===== src/rtl/dmem_port_arbiter_pkg.sv =====
// Shared types for the data-memory port arbiter: FSM states, response owner tags, size codes.
package dmem_port_arbiter_pkg;

    typedef enum logic [1:0] {
        StRun   = 2'b00,
        StForce = 2'b01,
        StLock  = 2'b10
    } arb_state_e;

    typedef enum logic [1:0] {
        TagNone = 2'b00,
        TagPipe = 2'b01,
        TagLd   = 2'b10
    } resp_tag_e;

    typedef enum logic [1:0] {
        SizeB = 2'b00,
        SizeH = 2'b01,
        SizeW = 2'b10,
        SizeD = 2'b11
    } mem_size_e;

    localparam int unsigned DefAddrW     = 64;
    localparam int unsigned DefDataW     = 64;
    localparam int unsigned DefStarveMax = 4;

endpackage


===== src/rtl/dmem_port_arbiter_if.sv =====
// Bundle of pipeline, loader and memory-side signals around the arbiter.
// slave is the arbiter's view; master is the requesters'/memory's view.
interface dmem_port_arbiter_if #(
    parameter int unsigned ADDR_W = 64,
    parameter int unsigned DATA_W = 64
) ();

    logic              pipe_rd;
    logic              pipe_wr;
    logic [1:0]        pipe_size;
    logic [ADDR_W-1:0] pipe_addr;
    logic [DATA_W-1:0] pipe_wdata;
    logic              pipe_stall;
    logic              pipe_rvalid;
    logic [DATA_W-1:0] pipe_rdata;

    logic              ld_req;
    logic              ld_we;
    logic              ld_lock;
    logic [1:0]        ld_size;
    logic [ADDR_W-1:0] ld_addr;
    logic [DATA_W-1:0] ld_wdata;
    logic              ld_gnt;
    logic              ld_rvalid;
    logic [DATA_W-1:0] ld_rdata;

    logic              mem_en;
    logic              mem_we;
    logic [1:0]        mem_size;
    logic [ADDR_W-1:0] mem_addr;
    logic [DATA_W-1:0] mem_wdata;
    logic [DATA_W-1:0] mem_rdata;

    modport slave (
        input  pipe_rd, pipe_wr, pipe_size, pipe_addr, pipe_wdata,
        output pipe_stall, pipe_rvalid, pipe_rdata,
        input  ld_req, ld_we, ld_lock, ld_size, ld_addr, ld_wdata,
        output ld_gnt, ld_rvalid, ld_rdata,
        output mem_en, mem_we, mem_size, mem_addr, mem_wdata,
        input  mem_rdata
    );

    modport master (
        output pipe_rd, pipe_wr, pipe_size, pipe_addr, pipe_wdata,
        input  pipe_stall, pipe_rvalid, pipe_rdata,
        output ld_req, ld_we, ld_lock, ld_size, ld_addr, ld_wdata,
        input  ld_gnt, ld_rvalid, ld_rdata,
        input  mem_en, mem_we, mem_size, mem_addr, mem_wdata,
        output mem_rdata
    );

endinterface


===== src/rtl/dmem_port_arbiter.sv =====
// Arbitrates the single data-memory port between the MEM stage (priority) and the loader,
// with starvation forcing, a loader lock mode, and owner-tagged 1-cycle read return.
module dmem_port_arbiter
    import dmem_port_arbiter_pkg::*;
#(
    parameter int unsigned ADDR_W     = DefAddrW,
    parameter int unsigned DATA_W     = DefDataW,
    parameter int unsigned STARVE_MAX = DefStarveMax
) (
    input logic               clk,
    input logic               rst,
    dmem_port_arbiter_if.slave bus
);

    localparam int unsigned CntW = $clog2(STARVE_MAX + 1);
    localparam logic [CntW-1:0] CntMax = CntW'(STARVE_MAX);

    arb_state_e      state_q, state_d;
    resp_tag_e       resp_tag_q, resp_tag_d;
    logic [CntW-1:0] starve_q, starve_d;

    logic pipe_req;
    logic pipe_win;
    logic ld_win;

    // Winner selection; left ungated by reset since it only feeds held flops and gated outputs.
    always_comb begin
        pipe_req = bus.pipe_rd | bus.pipe_wr;
        pipe_win = 1'b0;
        ld_win   = 1'b0;
        case (state_q)
            StRun: begin
                pipe_win = pipe_req;
                ld_win   = bus.ld_req & ~pipe_req;
            end
            StForce, StLock: begin
                ld_win = bus.ld_req;
            end
            default: ;
        endcase
    end

    always_comb begin
        starve_d   = starve_q;
        state_d    = state_q;
        resp_tag_d = TagNone;

        if (ld_win) begin
            starve_d = '0;
        end else if (bus.ld_req && starve_q != CntMax) begin
            starve_d = starve_q + 1'b1;
        end

        case (state_q)
            StRun: begin
                if (ld_win) begin
                    state_d = bus.ld_lock ? StLock : StRun;
                end else if (starve_d == CntMax) begin
                    state_d = StForce;
                end
            end
            StForce: begin
                if (ld_win) begin
                    state_d = bus.ld_lock ? StLock : StRun;
                end
            end
            StLock: begin
                // A request arriving with ld_lock low is still served before leaving.
                if (!bus.ld_lock) begin
                    state_d = StRun;
                end
            end
            default: state_d = StRun;
        endcase

        if (pipe_win && !bus.pipe_wr) begin
            resp_tag_d = TagPipe;
        end else if (ld_win && !bus.ld_we) begin
            resp_tag_d = TagLd;
        end
    end

    always_ff @(posedge clk or negedge rst) begin
        if (!rst) begin
            state_q    <= StRun;
            starve_q   <= '0;
            resp_tag_q <= TagNone;
        end else begin
            state_q    <= state_d;
            starve_q   <= starve_d;
            resp_tag_q <= resp_tag_d;
        end
    end

    always_comb begin
        bus.pipe_stall  = 1'b0;
        bus.ld_gnt      = 1'b0;
        bus.mem_en      = 1'b0;
        bus.mem_we      = 1'b0;
        bus.mem_size    = 2'b00;
        bus.mem_addr    = '0;
        bus.mem_wdata   = '0;
        bus.pipe_rvalid = 1'b0;
        bus.pipe_rdata  = '0;
        bus.ld_rvalid   = 1'b0;
        bus.ld_rdata    = '0;

        // Outputs are forced quiet while reset is held, even with requests pending.
        if (rst) begin
            bus.pipe_stall = pipe_req & ~pipe_win;
            bus.ld_gnt     = ld_win;
            if (pipe_win) begin
                bus.mem_en    = 1'b1;
                bus.mem_we    = bus.pipe_wr;
                bus.mem_size  = bus.pipe_size;
                bus.mem_addr  = bus.pipe_addr;
                bus.mem_wdata = bus.pipe_wdata;
            end else if (ld_win) begin
                bus.mem_en    = 1'b1;
                bus.mem_we    = bus.ld_we;
                bus.mem_size  = bus.ld_size;
                bus.mem_addr  = bus.ld_addr;
                bus.mem_wdata = bus.ld_wdata;
            end
        end

        if (resp_tag_q == TagPipe) begin
            bus.pipe_rvalid = 1'b1;
            bus.pipe_rdata  = bus.mem_rdata;
        end else if (resp_tag_q == TagLd) begin
            bus.ld_rvalid = 1'b1;
            bus.ld_rdata  = bus.mem_rdata;
        end
    end

endmodule


===== src/flat_wrapper.sv =====
// flat-port wrapper written by rule: the top's interface ports become plain ports
module dmem_port_arbiter_flat import dmem_port_arbiter_pkg::*;
#(
    parameter int unsigned ADDR_W     = DefAddrW,
    parameter int unsigned DATA_W     = DefDataW,
    parameter int unsigned STARVE_MAX = DefStarveMax
)
  (clk, rst, bus_pipe_rd, bus_pipe_wr, bus_pipe_size, bus_pipe_addr, bus_pipe_wdata, bus_pipe_stall, bus_pipe_rvalid, bus_pipe_rdata, bus_ld_req, bus_ld_we, bus_ld_lock, bus_ld_size, bus_ld_addr, bus_ld_wdata, bus_ld_gnt, bus_ld_rvalid, bus_ld_rdata, bus_mem_en, bus_mem_we, bus_mem_size, bus_mem_addr, bus_mem_wdata, bus_mem_rdata);
  dmem_port_arbiter_if #(.ADDR_W(ADDR_W), .DATA_W(DATA_W)) bus_i ();
  input logic clk;
  input logic rst;
  input wire logic [$bits(bus_i.pipe_rd)-1:0] bus_pipe_rd;
  input wire logic [$bits(bus_i.pipe_wr)-1:0] bus_pipe_wr;
  input wire logic [$bits(bus_i.pipe_size)-1:0] bus_pipe_size;
  input wire logic [$bits(bus_i.pipe_addr)-1:0] bus_pipe_addr;
  input wire logic [$bits(bus_i.pipe_wdata)-1:0] bus_pipe_wdata;
  output wire logic [$bits(bus_i.pipe_stall)-1:0] bus_pipe_stall;
  output wire logic [$bits(bus_i.pipe_rvalid)-1:0] bus_pipe_rvalid;
  output wire logic [$bits(bus_i.pipe_rdata)-1:0] bus_pipe_rdata;
  input wire logic [$bits(bus_i.ld_req)-1:0] bus_ld_req;
  input wire logic [$bits(bus_i.ld_we)-1:0] bus_ld_we;
  input wire logic [$bits(bus_i.ld_lock)-1:0] bus_ld_lock;
  input wire logic [$bits(bus_i.ld_size)-1:0] bus_ld_size;
  input wire logic [$bits(bus_i.ld_addr)-1:0] bus_ld_addr;
  input wire logic [$bits(bus_i.ld_wdata)-1:0] bus_ld_wdata;
  output wire logic [$bits(bus_i.ld_gnt)-1:0] bus_ld_gnt;
  output wire logic [$bits(bus_i.ld_rvalid)-1:0] bus_ld_rvalid;
  output wire logic [$bits(bus_i.ld_rdata)-1:0] bus_ld_rdata;
  output wire logic [$bits(bus_i.mem_en)-1:0] bus_mem_en;
  output wire logic [$bits(bus_i.mem_we)-1:0] bus_mem_we;
  output wire logic [$bits(bus_i.mem_size)-1:0] bus_mem_size;
  output wire logic [$bits(bus_i.mem_addr)-1:0] bus_mem_addr;
  output wire logic [$bits(bus_i.mem_wdata)-1:0] bus_mem_wdata;
  input wire logic [$bits(bus_i.mem_rdata)-1:0] bus_mem_rdata;
  assign bus_i.pipe_rd = bus_pipe_rd;
  assign bus_i.pipe_wr = bus_pipe_wr;
  assign bus_i.pipe_size = bus_pipe_size;
  assign bus_i.pipe_addr = bus_pipe_addr;
  assign bus_i.pipe_wdata = bus_pipe_wdata;
  assign bus_pipe_stall = bus_i.pipe_stall;
  assign bus_pipe_rvalid = bus_i.pipe_rvalid;
  assign bus_pipe_rdata = bus_i.pipe_rdata;
  assign bus_i.ld_req = bus_ld_req;
  assign bus_i.ld_we = bus_ld_we;
  assign bus_i.ld_lock = bus_ld_lock;
  assign bus_i.ld_size = bus_ld_size;
  assign bus_i.ld_addr = bus_ld_addr;
  assign bus_i.ld_wdata = bus_ld_wdata;
  assign bus_ld_gnt = bus_i.ld_gnt;
  assign bus_ld_rvalid = bus_i.ld_rvalid;
  assign bus_ld_rdata = bus_i.ld_rdata;
  assign bus_mem_en = bus_i.mem_en;
  assign bus_mem_we = bus_i.mem_we;
  assign bus_mem_size = bus_i.mem_size;
  assign bus_mem_addr = bus_i.mem_addr;
  assign bus_mem_wdata = bus_i.mem_wdata;
  assign bus_i.mem_rdata = bus_mem_rdata;
  dmem_port_arbiter #(.ADDR_W(ADDR_W), .DATA_W(DATA_W), .STARVE_MAX(STARVE_MAX)) u_core (.clk(clk), .rst(rst), .bus(bus_i));
endmodule

===== config.mk =====
export PLATFORM = sky130hd
export DESIGN_NAME = dmem_port_arbiter_flat
export DESIGN_NICKNAME = d
export VERILOG_FILES = /design/src/rtl/dmem_port_arbiter_pkg.sv /design/src/rtl/dmem_port_arbiter_if.sv /design/src/rtl/dmem_port_arbiter.sv /design/src/flat_wrapper.sv
export SDC_FILE = /design/constraint.sdc
export NUM_CORES = 1
export LEC_CHECK = 0
export ABC_AREA = 0
export CORE_AREA = 4 4 227 229
export DETAILED_ROUTE_END_ITERATION = 6
export DIE_AREA = 0 0 231 233
export MAX_ROUTING_LAYER = met4
export PLACE_DENSITY = 0.44
export SLEW_MARGIN = 15
export SYNTH_ARGS = -nofsm -noshare
export SYNTH_HDL_FRONTEND = slang
export SYNTH_SLANG_ARGS = --single-unit

===== constraint.sdc =====
create_clock -name clk -period 2.9 [get_ports clk]
set_input_delay 0.435 -clock clk [delete_from_list [all_inputs] [get_ports clk]]
set_output_delay 0.435 -clock clk [all_outputs]
set_load 0.01 [all_outputs]

Word level (Yosys, flattened, before mapping)
Index checks and enable logic that the tools add are counted.
{"block": "classes", "mux": 35, "n_reduce_logical": 8, "n_addsub": 1, "bitwise_logic": 5, "n_eq_ne": 9}
{"cell": "64-bit 2-to-1 mux", "n": 9}
{"cell": "2-bit 2-to-1 mux", "n": 10}
{"cell": "1-bit 2-to-1 mux", "n": 12}
{"cell": "3-bit 2-to-1 mux", "n": 2}
{"cell": "2-bit case mux with 3 select lines", "n": 1}
{"cell": "2-bit by 1-bit equality test with 1-bit output (second input constant)", "n": 2}
{"cell": "2-bit equality test (second input constant)", "n": 2}
{"cell": "3-bit by 1-bit adder with 3-bit output (second input constant)", "n": 1}
{"cell": "3-bit equality test (second input constant)", "n": 1}
{"cell": "1-bit logical AND", "n": 3}
{"cell": "3-bit by 1-bit != test with 1-bit output (second input constant)", "n": 1}
{"cell": "3-bit != test (second input constant)", "n": 1}
{"cell": "3-bit AND reduction", "n": 1}
{"cell": "1-bit AND", "n": 2}
{"cell": "1-bit zero test", "n": 2}
{"cell": "2-bit zero test", "n": 1}
{"cell": "2-bit by 1-bit != test with 1-bit output (second input constant)", "n": 1}
{"cell": "2-bit != test (second input constant)", "n": 1}
{"cell": "1-bit inverter", "n": 2}
{"cell": "1-bit case mux with 2 select lines", "n": 1}
{"cell": "2-bit OR reduction", "n": 1}
{"cell": "1-bit OR", "n": 1}
{"block": "totals", "output_inout_bits": 264, "elab_cells": 61, "inputBits": 331, "reg_bits": 7}

Longest topological paths before layout
{"block": "logic_depth", "depth_word": 9, "depth_mapped": 8, "ltp_nobuf": 6}

Worst setup path after synthesis
Ideal clock, no wire load.
{"block": "synth_path", "path_type": "register to output", "start": "register u_core.state_q[0]", "end": "output port bus_mem_addr[26]", "t_required_ns": 2.465, "t_arrival_ns": 1.781, "n_path_buf": 2, "path_stages_with_launch": 9, "path_slack_ns": 0.684, "path_cell_list": "dfrtp_1 -> inv_1 -> ha_1 -> nor3b_2 -> o211ai_1 -> a21oi_2 -> buf_4 -> buf_4 -> a22o_1"}
{"block": "synth_via", "elab_chain_cells": 6, "word_cells_on_any_way": 9, "cone_classes": "2 x eq/ne; 5 x mux; 2 x reduce/logical"}
{"element": "start: declaration", "line_no": "dmem_port_arbiter.sv:18", "rtl": "arb_state_e state_q, state_d;"}
{"element": "start signal: assignment", "line_no": "dmem_port_arbiter.sv:85", "rtl": "state_q <= StRun;"}
{"element": "start signal: assignment", "line_no": "dmem_port_arbiter.sv:89", "rtl": "state_q <= state_d;"}
{"element": "2-bit by 1-bit equality test with 1-bit output or 2-bit equality test (tied branches)", "line_no": "dmem_port_arbiter.sv:31", "rtl": "case (state_q)"}
{"element": "2-bit OR reduction", "line_no": "dmem_port_arbiter.sv:31"}
{"element": "1-bit case mux with 2 select lines", "line_no": "dmem_port_arbiter.sv:31"}
{"element": "64-bit 2-to-1 mux", "line_no": "dmem_port_arbiter.sv:118", "rtl": "end else if (ld_win) begin"}
{"element": "64-bit 2-to-1 mux *", "line_no": "dmem_port_arbiter.sv:112", "rtl": "if (pipe_win) begin"}
{"element": "64-bit 2-to-1 mux *", "line_no": "dmem_port_arbiter.sv:109", "rtl": "if (rst) begin"}
{"element": "end: declaration", "line_no": "flat_wrapper.sv:32", "rtl": "output wire logic [$bits(bus_i.mem_addr)-1:0] bus_mem_addr;"}
Mark *: on every way between the ends. The rest lies on a longest branch, timed or not.

Final worst setup path
{"block": "layout_path", "start": "register u_core.state_q[0]", "end": "output port bus_mem_wdata[36]"}
{"block": "layout_via", "elab_chain_cells": 6, "word_cells_on_any_way": 9, "cone_classes": "2 x eq/ne; 5 x mux; 2 x reduce/logical"}
{"element": "2-bit by 1-bit equality test with 1-bit output or 2-bit equality test (tied branches)", "line_no": "dmem_port_arbiter.sv:31"}
{"element": "2-bit OR reduction", "line_no": "dmem_port_arbiter.sv:31"}
{"element": "1-bit case mux with 2 select lines", "line_no": "dmem_port_arbiter.sv:31"}
{"element": "64-bit 2-to-1 mux", "line_no": "dmem_port_arbiter.sv:118"}
{"element": "64-bit 2-to-1 mux *", "line_no": "dmem_port_arbiter.sv:112"}
{"element": "64-bit 2-to-1 mux *", "line_no": "dmem_port_arbiter.sv:109"}
{"element": "end: declaration", "line_no": "flat_wrapper.sv:33", "rtl": "output wire logic [$bits(bus_i.mem_wdata)-1:0] bus_mem_wdata;"}
Marked as above.

==> impl_metrics.ini <==
[outcome]
status = finished, final reports clean

[timing]
drv_slew = 0
final-hold-violation-count = 0
rsz0062_at_grt = yes
fin_setup_tns_ns = 0
worst_pin_slew_ns = 0.4774
final.setup_skew_ns = 0.002995
fin_hold_ws_ns = 0.5992
slew_headroom_pct = 67.96
post-route-period-util_pct = 98.80
min_period_ns = 2.865
setup_viol = 0
max_freq_mhz = 349.0

[power]
seq_power_share_pct = 4.3
p_leak_nw = 4.012
internal_power_w = 0.002278
ir_drop_mv = 0.1823
clkPwrFrac_pct = 6.0
switching_share_pct = 42.03
p_sw_w = 0.001652
p_total_w = 0.003929
power_density_nw_per_um2 = 404.5
power_frac_comb_pct = 89.7

[synth]
syn_area_um2 = 2699
yosysMostFrequentCell = a22o_1
synth-edff-count = 0
avgSynthCellArea_um2 = 7.476
ys_seq_elements = 7
yosysSeqAreaShare_pct = 6.490
synthCells = 361
synth_async_sr_flop_share_pct = 100.0
synth_top_area_share_pct = 42.51
synth_top_area_cell = a22o_1
synthTopCellsByCount = a22o_1 (131), and2_1 (130), clkbuf_1 (19)
yosysUniqueCellTypes = 34
synth_flop_cell = dfrtp_1
synth_area_leaders = a22o_1 (43%), and2_1 (30%), dfrtp_1 (6.5%)
yosys_warnings = 0
synthesis.nets = 698

[worst_setup_path]
cp.arrival_ns = 2.43
cp-start-kind = flip-flop
cp.required_ns = 2.47
crit_fanout = 12
endpoint_kind = output pin
crit_type = flip-flop to output pin

[clock_tree]
clk_latency_ns = 0.23
cts.sinks = 7
numCtsBuffers = 3
cts_tree = done
clockBufferDepth = 2
clkSlewWorstSetupHoldPaths_ns = 0.04
holdBufCountCts = 0
cts_htree_levels = 1
root_buffer = clkbuf_16

[grt]
grt_pass1_vias = 5666
grt_use_total_pct = 11.55
overflow = 0
grt_pass1_wl_um = 43070
antenna_found_initial = 19
grt_max_degree = 66

[layout]
stdcell_area_um2 = 9716
fillers = 5651
drive_gt1_share_pct = 12.24
multiInputGateArea_um2 = 2349
register_area_um2 = 175.2
synthToLayoutAreaGrowth_pct = 260.0
final_nets = 1310

[job]
maxCapViolCount = 0

[routing]
drt_iter0_markers = 187
wl_met3_um = 3160
drc_errors = 0
ant_nets = 0
wl_per_cell_um = 20.44
firstDrtPassIters = 4
wl_met2_um = 16650
drt-met1-wl_um = 13450
viasPerCell = 3.362
num_vias = 5550
dr.max_layer_used = met4
drt_wl_total_um = 33740

[die]
dieArea_um2 = 53820
ios = 595
die_h_um = 233
rows = 82
die_x_um = 231
initial_core_util_pct = 5.435
core_area_um2 = 49660

[placement]
hpwl_um = 29870
gp_congestion = 0.8856
placed_area_um2 = 9687
io_buffers = 594

[worst_hold_path]
min_path_type = input pin to asynchronous set/reset pin
## state kept, by name (all words and copies together) (netlist names)
register / cells
u_core.starve_q: 3
u_core.resp_tag_q: 2
u_core.state_q: 2
## final timing paths
| kind | slack (ns) | cells after the start | end | from |
|---|---|---|---|---|
| min in group clk | 0.62 | 2 | u_core.starve_q[0] | u_core.starve_q[0] |
| max in group asynchronous | 2.17 | 2 | u_core.resp_tag_q[0] | rst |
| min | 0.60 | 2 | u_core.starve_q[2] | rst |
| min reg2reg | 0.62 | 2 | u_core.starve_q[0] | u_core.starve_q[0] |
| max reg2reg | 1.03 | 7 | u_core.state_q[1] | u_core.state_q[0] |
| max | 0.03 | 9 | bus_mem_wdata[36] | u_core.state_q[0] |
## timing repair
item                                    4_1_cts  5_1_grt
buffers inserted                              7        6
endpoints found under the setup margin      128       63
gates cloned                                  3        0
resized for setup                           166       81
pin swaps                                     0        1
## cells in the final DEF, fill, tap and decap left out, types with 5 or more instances in the layout
cell type | synthesis | routed
clkdlybuf4s50_1 | 0 | 460
and2_1 | 130 | 130
a22o_1 | 131 | 130
dlygate4sd2_1 | 0 | 74
buf_4 | 11 | 45
clkbuf_2 | 1 | 41
clkdlybuf4s15_1 | 0 | 10
buf_12 | 0 | 9
diode_2 | 0 | 7
nor2_1 | 7 | 7
dfrtp_1 | 7 | 7
ha_1 | 6 | 5
## cells by family (layout without fill, tap and decap cells)
group           count (synthesis)  count (layout)  synth area share [%]
mux                             1               1                0.4172
simple gates                  152             152                 34.63
other cells                     0               7                     0
compound gates                146             146                 46.55
fa+ha+maj                       6               6                 2.782
flops                           7               7                 6.491
buf+inv                        48             659                 8.809
xor+xnor                        1               1                0.3246
## stage by stage
step	utilization [%]	cells	worst slack, ns
2_1_floorplan	-	361	0.6835
3_3_place_gp	19.51	1624	-0.3756
3_5_place_dp	19.51	1624	-0.3904
4_1_cts	19.76	1638	0.00003730
5_1_grt	19.56	1650	-0.02704
6_report	19.57	1651	0.03490
## power groups by stage
stage	clock network, W	registers [W]	logic (W)
5_1_grt	0.000245	0.000173	0.00377
4_1_cts	0.000240	0.000168	0.00357
3_3_place_gp	0	0.000169	0.00373
2_1_floorplan	0	0.000159	0.00145
6_report	0.000236	0.000169	0.00352
3_5_place_dp	0	0.000171	0.00371
## layout make-up
cell class                      count  area share, %
Antenna cell                        7         0.1803
Clock buffer                        4         0.8113
Inverter                            5         0.1932
Multi-Input combinational cell    306          24.17
Sequential cell                     7          1.803
Tap cell                          672          8.654
Timing Repair Buffer              650          64.19
## metal layers
layer / up-vias / global-route usage (%)
met4: 0 / 1.654
met3: 38 / 2.755
met5: - / -
met2: 427 / 20.00
met1: 2506 / 13.97
li1: 2579 / -
## critical path, stage by stage, from the launching register on
cell	delay [ns]
dfrtp_1	0.41
inv_2	0.11
ha_4	0.14
nor3b_4	0.18
o211ai_1	0.20
a21oi_4	0.24
buf_12	0.19
bufbuf_16	0.31
a22o_1	0.15
clkdlybuf4s15_2	0.24
Power figures use the tool's default switching activity.
